`src/rtl/x_clkdiv_lock.sv`:
```
// Lock-gated multi-channel clock divider: registered outputs, new divide values take effect only at a counter wrap.
// One cycle from input to output; no backpressure, so a write arriving while one is pending or just acked is dropped.
module x_clkdiv_lock #(
    parameter int NUM_CH      = 4,
    parameter int DIV_W       = 8,
    parameter int LOCK_CYCLES = 16,
    parameter int DEF_DIV     = 2,
    localparam int SEL_W      = (NUM_CH > 1) ? $clog2(NUM_CH) : 1
) (
    input  logic              CLKIN,
    input  logic              RSTN,
    input  logic              SYNC,
    input  logic              DIV_WE,
    input  logic [SEL_W-1:0]  DIV_SEL,
    input  logic [DIV_W-1:0]  DIV_VAL,
    output logic              DIV_ACK,
    output logic [NUM_CH-1:0] CLKDV,
    output logic [NUM_CH-1:0] CLKDV_CE,
    output logic              LOCKED
);
    typedef enum logic [1:0] {STARTUP = 2'd0, ALIGN = 2'd1, RUN = 2'd2} state_t;

    localparam logic [15:0]      LOCK_LAST = 16'(LOCK_CYCLES - 1);
    localparam logic [DIV_W-1:0] DEF_VAL   = DIV_W'(DEF_DIV);

    // Stored values 0 and 1 cannot produce a clock, so they run as divide-by-2.
    function automatic logic [DIV_W-1:0] eff_div(input logic [DIV_W-1:0] v);
        return (v < DIV_W'(2)) ? DIV_W'(2) : v;
    endfunction

    state_t                   state_q, state_d;
    logic [15:0]              lock_q, lock_d;
    logic [NUM_CH-1:0][DIV_W-1:0] cnt_q, cnt_d, div_q, div_d;
    logic                     pend_q, pend_d;
    logic [SEL_W-1:0]         psel_q, psel_d;
    logic [DIV_W-1:0]         pval_q, pval_d;
    logic                     ack_q, ack_d, locked_q, locked_d;
    logic [NUM_CH-1:0]        clkdv_q, clkdv_d, ce_q, ce_d;
    logic [NUM_CH-1:0]        sel_hit, psel_hit, wrap;
    logic                     wr_ok, sel_ok;

    always_comb begin
        sel_hit  = '0;
        psel_hit = '0;
        wrap     = '0;
        for (int i = 0; i < NUM_CH; i++) begin
            sel_hit[i]  = ({1'b0, DIV_SEL} == (SEL_W + 1)'(i));
            psel_hit[i] = ({1'b0, psel_q} == (SEL_W + 1)'(i));
            wrap[i]     = (cnt_q[i] == eff_div(div_q[i]) - DIV_W'(1));
        end
    end

    assign wr_ok  = DIV_WE && !pend_q && !ack_q;
    assign sel_ok = |sel_hit;

    always_comb begin
        state_d  = state_q;
        lock_d   = lock_q;
        cnt_d    = cnt_q;
        div_d    = div_q;
        pend_d   = pend_q;
        psel_d   = psel_q;
        pval_d   = pval_q;
        ack_d    = 1'b0;
        clkdv_d  = '0;
        ce_d     = '0;
        locked_d = 1'b0;

        case (state_q)
            STARTUP: begin
                lock_d = lock_q + 16'd1;
                if (lock_q == LOCK_LAST) state_d = RUN;
                if (wr_ok) begin
                    ack_d = 1'b1;
                    for (int i = 0; i < NUM_CH; i++)
                        if (sel_hit[i]) div_d[i] = DIV_VAL;
                end
            end
            ALIGN: begin
                state_d = RUN;
                if (pend_q) begin
                    ack_d  = 1'b1;
                    pend_d = 1'b0;
                    for (int i = 0; i < NUM_CH; i++)
                        if (psel_hit[i]) div_d[i] = pval_q;
                end else if (wr_ok) begin
                    ack_d = 1'b1;
                    for (int i = 0; i < NUM_CH; i++)
                        if (sel_hit[i]) div_d[i] = DIV_VAL;
                end
            end
            RUN: begin
                if (SYNC) state_d = ALIGN;
                // Applying only at the target's wrap keeps every period whole.
                for (int i = 0; i < NUM_CH; i++) begin
                    if (pend_q && psel_hit[i] && wrap[i]) begin
                        div_d[i] = pval_q;
                        ack_d    = 1'b1;
                        pend_d   = 1'b0;
                    end
                end
                if (wr_ok) begin
                    if (sel_ok) begin
                        pend_d = 1'b1;
                        psel_d = DIV_SEL;
                        pval_d = DIV_VAL;
                    end else begin
                        ack_d = 1'b1;
                    end
                end
            end
            default: state_d = STARTUP;
        endcase

        for (int i = 0; i < NUM_CH; i++) begin
            if (state_d == RUN && state_q == RUN && !wrap[i]) cnt_d[i] = cnt_q[i] + DIV_W'(1);
            else                                             cnt_d[i] = '0;
            if (state_d == RUN) begin
                clkdv_d[i] = (cnt_d[i] < (eff_div(div_d[i]) >> 1));
                ce_d[i]    = (cnt_d[i] == eff_div(div_d[i]) - DIV_W'(1));
            end
        end
        locked_d = (state_d == RUN);
    end

    always_ff @(posedge CLKIN or negedge RSTN) begin
        if (!RSTN) begin
            state_q  <= STARTUP;
            lock_q   <= '0;
            cnt_q    <= '0;
            div_q    <= {NUM_CH{DEF_VAL}};
            pend_q   <= 1'b0;
            psel_q   <= '0;
            pval_q   <= '0;
            ack_q    <= 1'b0;
            clkdv_q  <= '0;
            ce_q     <= '0;
            locked_q <= 1'b0;
        end else begin
            state_q  <= state_d;
            lock_q   <= lock_d;
            cnt_q    <= cnt_d;
            div_q    <= div_d;
            pend_q   <= pend_d;
            psel_q   <= psel_d;
            pval_q   <= pval_d;
            ack_q    <= ack_d;
            clkdv_q  <= clkdv_d;
            ce_q     <= ce_d;
            locked_q <= locked_d;
        end
    end

    assign DIV_ACK  = ack_q;
    assign CLKDV    = clkdv_q;
    assign CLKDV_CE = ce_q;
    assign LOCKED   = locked_q;
endmodule

```
`config.mk`:
```
export PLATFORM = sky130hd
export DESIGN_NAME = x_clkdiv_lock
export DESIGN_NICKNAME = d
export VERILOG_FILES = /design/src/rtl/x_clkdiv_lock.sv
export SDC_FILE = /design/constraint.sdc
export NUM_CORES = 1
export LEC_CHECK = 0
export CORE_ASPECT_RATIO = 0.5
export CORE_MARGIN = 2
export CORE_UTILIZATION = 45
export CTS_BUF_LIST = sky130_fd_sc_hd__clkbuf_4 sky130_fd_sc_hd__clkbuf_8 sky130_fd_sc_hd__clkbuf_16
export CTS_CLUSTER_DIAMETER = 40
export DETAILED_ROUTE_END_ITERATION = 8
export GPL_TIMING_DRIVEN = 0
export SYNTH_ARGS = -nofsm -noshare
export SYNTH_HDL_FRONTEND = slang
export SYNTH_SLANG_ARGS = --single-unit
export TNS_END_PERCENT = 10
```
`constraint.sdc`:
```
create_clock -name CLKIN -period 4.9 [get_ports CLKIN]
set_input_delay 1.47 -clock CLKIN [delete_from_list [all_inputs] [get_ports CLKIN]]
set_output_delay 1.47 -clock CLKIN [all_outputs]
set_load 0.03 [all_outputs]
```
* Word-level counts from Yosys, hierarchy flattened
Cells that the tools add are included.
** Storage, ports and cells
- Flip-flop bits (word level) :: 103
- Input port bits :: 14
- Output and inout bits :: 10
** Operators by class
- $add $sub $neg :: 13
- Order comparisons :: 12
- Equal/unequal tests :: 18
- Mux-type cells :: 54
- Reduce and logical (&&, ||, !) cells :: 27
** Operator list (count)
- $mux 8 :: 24
- $pmux 32 s3 :: 1
- $eq 8x8->1 :: 8
- $lt 8x2->1 const B :: 8
- $mux 32 :: 2
- $sub 8x1->8 const B :: 8
- $add 8x1->8 const B :: 4
- $lt 8x7->1 :: 4
- $mux 1 :: 22
- $add 16x1->16 const B :: 1
- $eq 16x4->1 const B :: 1
- $logic_and 1x1->1 :: 15
- $eq 2x2->1 const B :: 6
- $eq 2x1->1 const B :: 3
- $logic_not 1->1 :: 6
- $logic_not 2->1 :: 3
- $pmux 2 s3 :: 1
- $mux 2 :: 2
- $reduce_or 4->1 :: 1
- $pmux 1 s3 :: 1
- $reduce_and 3->1 :: 1
- $pmux 1 s2 :: 1
- $reduce_bool 2->1 :: 1

* Logic depth before layout (Yosys ltp)
Gate-level depths: netlist of run 1.
- Depth in word-level cells :: 12
- Mapped depth :: 22

* Least setup slack after synthesis of run 1
OpenSTA, ideal clock, no wires.
- Kind :: register to register
- Start :: register div_q[13] in the netlist's numbering
- End :: register ce_q[1] (netlist: CLKDV_CE[1])
- Data arrival time :: 5.027 ns
- Required time :: 4.789 ns
- Setup slack :: -0.239 ns
- Cell stages (with the launch flop) :: 22
- Path buffers :: 4
- Clock period less this slack :: 5.139 ns
- Cells stage by stage :: dfrtp_1 buf_6 nor4_1 a21o_1 ha_1 nor3b_1 xor2_1 o211a_1 a221o_1 clkbuf_1 o32a_1 buf_6 a22o_1 buf_2 nand2b_1 o31ai_1 ha_1 inv_1 or4_4 xnor2_2 mux2i_1 a2111oi_2
** RTL lines
- start: declaration :: line 33 : logic [NUM_CH-1:0][DIV_W-1:0] cnt_q, cnt_d, div_q, div_d;
- start signal: assignment :: line 131 : div_q <= {NUM_CH{DEF_VAL}};
- start signal: assignment :: line 143 : div_q <= div_d;
- end signal: assignment :: line 137 : ce_q <= '0;
- end signal: assignment :: line 149 : ce_q <= ce_d;
- end: declaration :: line 38 : logic [NUM_CH-1:0] clkdv_q, clkdv_d, ce_q, ce_d;

==> flow_summary_export.csv, run 1 <==
group,metric,value,unit
sta,min_period,4.86,ns
place,hpwl,21600,µm
setup_path,worst_ep_arrival_time,5.15,ns
drt,vias_per_cell,6.32,
clocking,cts_tree,"done",
run_status,status,"completed",
yosys,synth_top_family_by_area,"compound AO/OA/AOI/OAI gates",
sta,postLayoutSetupSlackWorst,0.0444,ns
final_layout,num_antenna_cells,0,
yosys,synth_fp_nets,1155,
final_layout,seq_area,0.00259,mm²
drt,dr.pass1.iters,6,
final_layout,num-nets-final,1237,
yosys,synth_area,0.00928,mm²
yosys,ys_seq_area_share,27.8,%
clocking,cts_buffers,9,
power,p_per_area,669,mW/mm²
yosys,synth_cell_types,94,
yosys,synth_edf_count,0,
final_layout,final_cell_mix,"dfrtp_1, nor2_1, inv_1, xnor2_1",
global_routing,track_usage,28.2,%
setup_path,path_class,"in -> reg",
sta,rsz0062_at_grt,"true",
power,total_power,0.00759,W
sta,final_max_slew_viol_count,0,
sta,slew_headroom,30.4,%
clocking,cts_hold_buf,0,
global_routing,antenna_found_initial,0,
final_layout,syn_to_final_growth,22.3,%
sta,worst_pin_slew,1.04,ns
drt,wl,31100,µm
global_routing,grt_pass1_vias,8819,
floorplanning,fp.dieW,207,µm
final_layout,finalNonFillerCells,1460,
setup_path,cp_max_fo,6,
clocking,clock-sinks,103,
clocking,cts_htree_levels,3,
place,pre_cts_slack,-1.38,ns
final_layout,drive_gt1_share,19.5,%
drt,drt_iter0_markers,723,
yosys,synth_xor_area_share,9.62,%
setup_path,worstPathRequired,5.19,ns
clocking,clk_latency,0.39,ns
place,port_buffers,23,
run,cap_violations,0,
sta,fin_crit_sh,99.1,%
yosys,syn_area_per_cell,8.43,µm²
drt,num_vias,9224,
global_routing,overflow,0,
yosys,synth_compound_area_share,24.3,%
final_layout,nFillCells,1874,
drt,wl_per_cell,21.3,µm
setup_path,worstSetupEndpointType,"register",
power,peakVddDrop,0.256,mV
floorplanning,rows,37,
min_path,hold_class,"reg -> reg",
yosys,synth-main-ff-cell,"dfrtp_1",
sta,skew,0.00607,ns
place,dp.cells,1398,
yosys,synth_fa_ha_area_share,5.53,%
yosys,async_flop_share,100,%
global_routing,grt_max_degree,55,
setup_path,critPathLaunchType,"input port",
floorplanning,num_io_pins,24,
global_routing,grt_pass1_wl,48500,µm
sta,setup_viol,0,
yosys,yosys_warnings,0,
floorplanning,initial_core_util,45.5,%
floorplanning,die_h,106,µm
drt,ant_nets,0,
clocking,clk_pin_slew,0.07,ns
clocking,cts_root_buf,"clkbuf_16",
place,routabilityCongestion,0.963,
yosys,synthCells,1100,
final_layout,layout_commonest_cell,"dfrtp_1",
sta,whs,0.476,ns
yosys,synthSimpleGateAreaFrac,21.2,%
floorplanning,coreArea,0.0204,mm²
power,power.leakage,4.74,nW
sta,hold_viol,0,
final_layout,multi_input_area,0.00690,mm²
yosys,synthMuxAreaShare,6.12,%
final_layout,post-route-util,55.7,%
drt,drcViolationCount,0,
clocking,clk_path_buf_depth,2,
floorplanning,dieArea,0.0219,mm²
sta,fmax,206,MHz
yosys,synth_seq_cells,103,
-- layout make-up --
cell class	count	area share [%]
Inverter	59	1.96
Timing Repair Buffer	80	5.98
Multi-Input combinational cell	872	60.8
Buffer	57	2.25
Tap cell	273	3.01
Clock inverter	3	0.794
Clock buffer	13	2.36
Sequential cell	103	22.8
-- path summary, 6_finish.rpt --
kind	startpoint	cells after the start	endpoint	slack [ns]
setup reg to reg	div_q[3]	18	CLKDV_CE[0]	0.14
min in group asynchronous	RSTN	1	cnt_q[10]	1.11
hold reg to reg	lock_q[15]	1	lock_q[15]	0.48
hold / removal	lock_q[15]	1	lock_q[15]	0.48
max in group asynchronous	RSTN	2	div_q[1]	3.00
setup / recovery	DIV_SEL[0]	14	CLKDV_CE[2]	0.04
-- report_power, final --
part | switching (W) | internal [W] | total, W
clock | 0.000354 | 0.000538 | 0.000892
sequential | 0.000269 | 0.00104 | 0.00131
combinational | 0.00315 | 0.00224 | 0.00539
-- stage by stage --
| stage | area (µm²) | setup TNS, ns |
|---|---|---|
| 3_5_place_dp | 9910 | -7.36 |
| 3_3_place_gp | 9870 | -199.60 |
| 5_1_grt | 11300 | -0.272 |
| 4_1_cts | 10800 | -0.00471 |
| 2_1_floorplan | 9290 | 0 |
| 6_report | 11300 | 0 |
-- Yosys cell counts, types with 22 or more instances --
master	count	area share, %
mux2i_1	32	3.5
a21oi_1	52	2.8
o21ai_0	48	2.6
dfrtp_1	99	27
clkbuf_1	57	2.3
nand2_1	56	2.3
inv_1	58	2.3
nand3_1	46	2.5
mux2_2	22	2.7
ha_1	41	5.5
nor2_1	90	3.6
xor2_1	43	4.1
xnor2_1	57	5.4
nor3_1	25	1.3
-- critical path: stages --
cell and delay (ns):
clkdlybuf4s15_1 0.30, or4b_4 0.61, o21ai_1 0.20, nand2_1 0.10, a221oi_2 0.33, or4b_2 0.65
nand3_1 0.19, inv_1 0.08, nand2b_1 0.08, ha_1 0.17, and3_2 0.24, nand2_1 0.06
or4_1 0.41, a211oi_1 0.27
-- kinds of logic after synthesis --
logic type / count (synthesis)
buffers and inverters: 126
adders and majority gates: 41
AOI/OAI and AO/OA: 312
and+or+nand+nor: 363
xor gates and xnor gates: 101
muxes: 54
DFF: 103
-- flip-flops by register name, indices dropped and copies added (netlist names), 2 cells and up --
register  count
state_q       2
div_q        32
CLKDV_CE      4
cnt_q        32
lock_q       16
pval_q        8
CLKDV         4
psel_q        2
-- per-layer routing --
layer	vias to the layer above	global-route usage [%]	part of all wire [%]
met5	-	0	0
met4	0	11.3	3.0
met3	68	5.96	6.5
met2	373	44.0	44
met1	4500	38.4	46
li1	4283	-	-
-- timing repair --
item,4_1_cts,5_1_grt
endpoints found under the setup margin,7,8
resized for setup,94,46
cloned,0,1
setup buffers,19,36
pin swaps,22,34
Power figures use the tool's default switching activity.
==> run 2: changes to the inputs <==
--- a/config.mk
+++ b/config.mk
@@ -7,7 +7,7 @@
 export LEC_CHECK = 0
 export CORE_ASPECT_RATIO = 0.5
 export CORE_MARGIN = 2
-export CORE_UTILIZATION = 45
+export CORE_UTILIZATION = 40
 export CTS_BUF_LIST = sky130_fd_sc_hd__clkbuf_4 sky130_fd_sc_hd__clkbuf_8 sky130_fd_sc_hd__clkbuf_16
 export CTS_CLUSTER_DIAMETER = 40
 export DETAILED_ROUTE_END_ITERATION = 8
==> flow_summary_export.csv, run 2 (synthesized netlist as in run 1, its figures left out) <==
group,metric,value,unit
run_status,status,"completed",
drt,drcViolationCount,0,
sta,slew_headroom,37.6,%
setup_path,path_cells,"clkdlybuf4s50_1, buf_4, nand2_1, mux2_2, a21oi_2, o21bai_1, o2bb2ai_4, nand2_1, nor3_2, nand2b_1, ha_1, and3_2, nand2_1, or4_1, a211oi_2",
floorplanning,num_io_pins,24,
final_layout,num_antenna_cells,0,
power,p_per_area,659,mW/mm²
place,pre_cts_slack,-1.32,ns
final_layout,largestRegisters,"cnt_q x32, div_q x32, lock_q x16",
clocking,clock-sinks,103,
sta,hold_viol,0,
floorplanning,coreArea,0.0228,mm²
drt,drt_iter0_markers,821,
drt,dr.pass1.iters,7,
sta,rsz0062_at_grt,"true",
setup_path,cp_common_cell,"nand2_1",
setup_path,cp_max_fo,10,
min_path,hold_class,"reg -> reg",
sta,fmax,207,MHz
sta,worst_pin_slew,0.936,ns
drt,num_vias,9323,
power,power.leakage,4.73,nW
place,port_buffers,23,
floorplanning,initial_core_util,40.7,%
drt,wl,31100,µm
sta,final_max_slew_viol_count,0,
drt,ant_nets,0,
setup_path,path_class,"in -> reg",
drt,wl_met2,14000,µm
clocking,cts_buffers,9,
final_layout,layout_commonest_cell,"dfrtp_1",
clocking,cts_htree_levels,3,
clocking,clk_path_buf_depth,2,
drt,dr.max_layer_used,"met4",
clocking,cts_tree,"done",
drt,wl_per_cell,20.8,µm
sta,fin_crit_sh,98.4,%
final_layout,num-nets-final,1242,
floorplanning,rows,39,
run,cap_violations,0,
final_layout,syn_to_final_growth,23.5,%
sta,min_period,4.82,ns
power,power.switching,0.00387,W
drt,wl_met1,13900,µm
clocking,cts_root_buf,"clkbuf_16",
global_routing,grt_pass1_wl,48300,µm
power,peakVddDrop,0.339,mV
floorplanning,fp.dieW,219,µm
final_layout,drive_gt1_share,20.7,%
sta,postLayoutSetupSlackWorst,0.0792,ns
clocking,clk_latency,0.39,ns
place,routabilityCongestion,0.913,
setup_path,worstPathRequired,5.20,ns
power,switching_share,51.2,%
setup_path,critPathLaunchType,"input port",
setup_path,worstSetupEndpointType,"register",
place,hpwl,21800,µm
global_routing,antenna_found_initial,0,
setup_path,crit_slowest_cell,"clkdlybuf4s50_1",
power,p_int,0.00369,W
clocking,clk_pin_slew,0.08,ns
global_routing,grt_pass1_vias,8813,
final_layout,final_cell_mix,"dfrtp_1, nor2_1, inv_1, xnor2_1, buf_4",
floorplanning,die_h,112,µm
drt,vias_per_cell,6.22,
power,p_comb_share,72.7,%
sta,setup_viol,0,
setup_path,max_stage_delay,0.58,ns
global_routing,track_usage,25.1,%
global_routing,overflow,0,
global_routing,grt_max_degree,54,
floorplanning,dieArea,0.0245,mm²
drt,met3WireLength,2410,µm
sta,whs,0.479,ns
setup_path,worst_ep_arrival_time,5.12,ns
power,seq_power_share,17.6,%
power,clock_power_share,9.7,%
sta,skew,0.0199,ns
## run 2: what timing repair did
item / CTS / global route
cloned: 0 / 2
hold buffers: 0 / 0
buffers inserted: 12 / 48
setup endpoints to repair: 7 / 8
pin swaps: 15 / 45
gates resized for setup: 75 / 85
## run 2: metrics by stage
step           instances  area [µm²]  power, W  setup TNS [ns]  util (%)
6_report            1499       11500   0.00756               0      50.3
4_1_cts             1455       10700   0.00683          -0.460      46.9
5_1_grt             1499       11500   0.00806          -0.188      50.3
3_5_place_dp        1432        9950   0.00574           -7.03      43.7
2_1_floorplan       1100        9290   0.00463               0         -
3_3_place_gp        1430        9910   0.00561         -207.42      43.5
## run 2: worst paths after layout
kind | startpoint | cells past startpoint | slack [ns] | end
setup reg to reg | div_q[20] | 18 | 0.19 | CLKDV_CE[2]
hold / removal | lock_q[15] | 1 | 0.48 | lock_q[15]
max in group asynchronous | RSTN | 2 | 2.96 | div_q[1]
hold reg to reg | lock_q[15] | 1 | 0.48 | lock_q[15]
setup / recovery | DIV_SEL[1] | 15 | 0.08 | CLKDV_CE[2]
min in group asynchronous | RSTN | 1 | 1.14 | lock_q[6]
## run 2: routing by layer
metal,track usage (%),vias up
met3,5.22,65
met4,9.73,0
met5,0,-
li1,-,4294
met1,34.0,4551
met2,39.4,413
## run 2: worst max-delay path: cells and delay by family
kind	cells	cell delay [ns]
simple gates	7	1.35
buf+inv	2	0.81
mux	1	0.33
compound gates	4	0.99
fa+ha+maj	1	0.17
## run 2: power by group through the flow
stage | registers, W | clock network, W | logic (W)
2_1_floorplan | 0.00122 | 0 | 0.00340
3_3_place_gp | 0.00127 | 0 | 0.00433
3_5_place_dp | 0.00128 | 0 | 0.00447
4_1_cts | 0.00129 | 0.000754 | 0.00478
5_1_grt | 0.00136 | 0.000777 | 0.00592
6_report | 0.00133 | 0.000732 | 0.00549
## run 2: cell type report
type	instances	area [µm²]
repair buffers	86	754
flip-flops and latches	103	2590
multi-input cells	872	6960
fillers	2107	11300
plain buffers	56	262
inverters	59	223
clock inverters	6	51.3
clock buffers	10	233
well taps	307	384
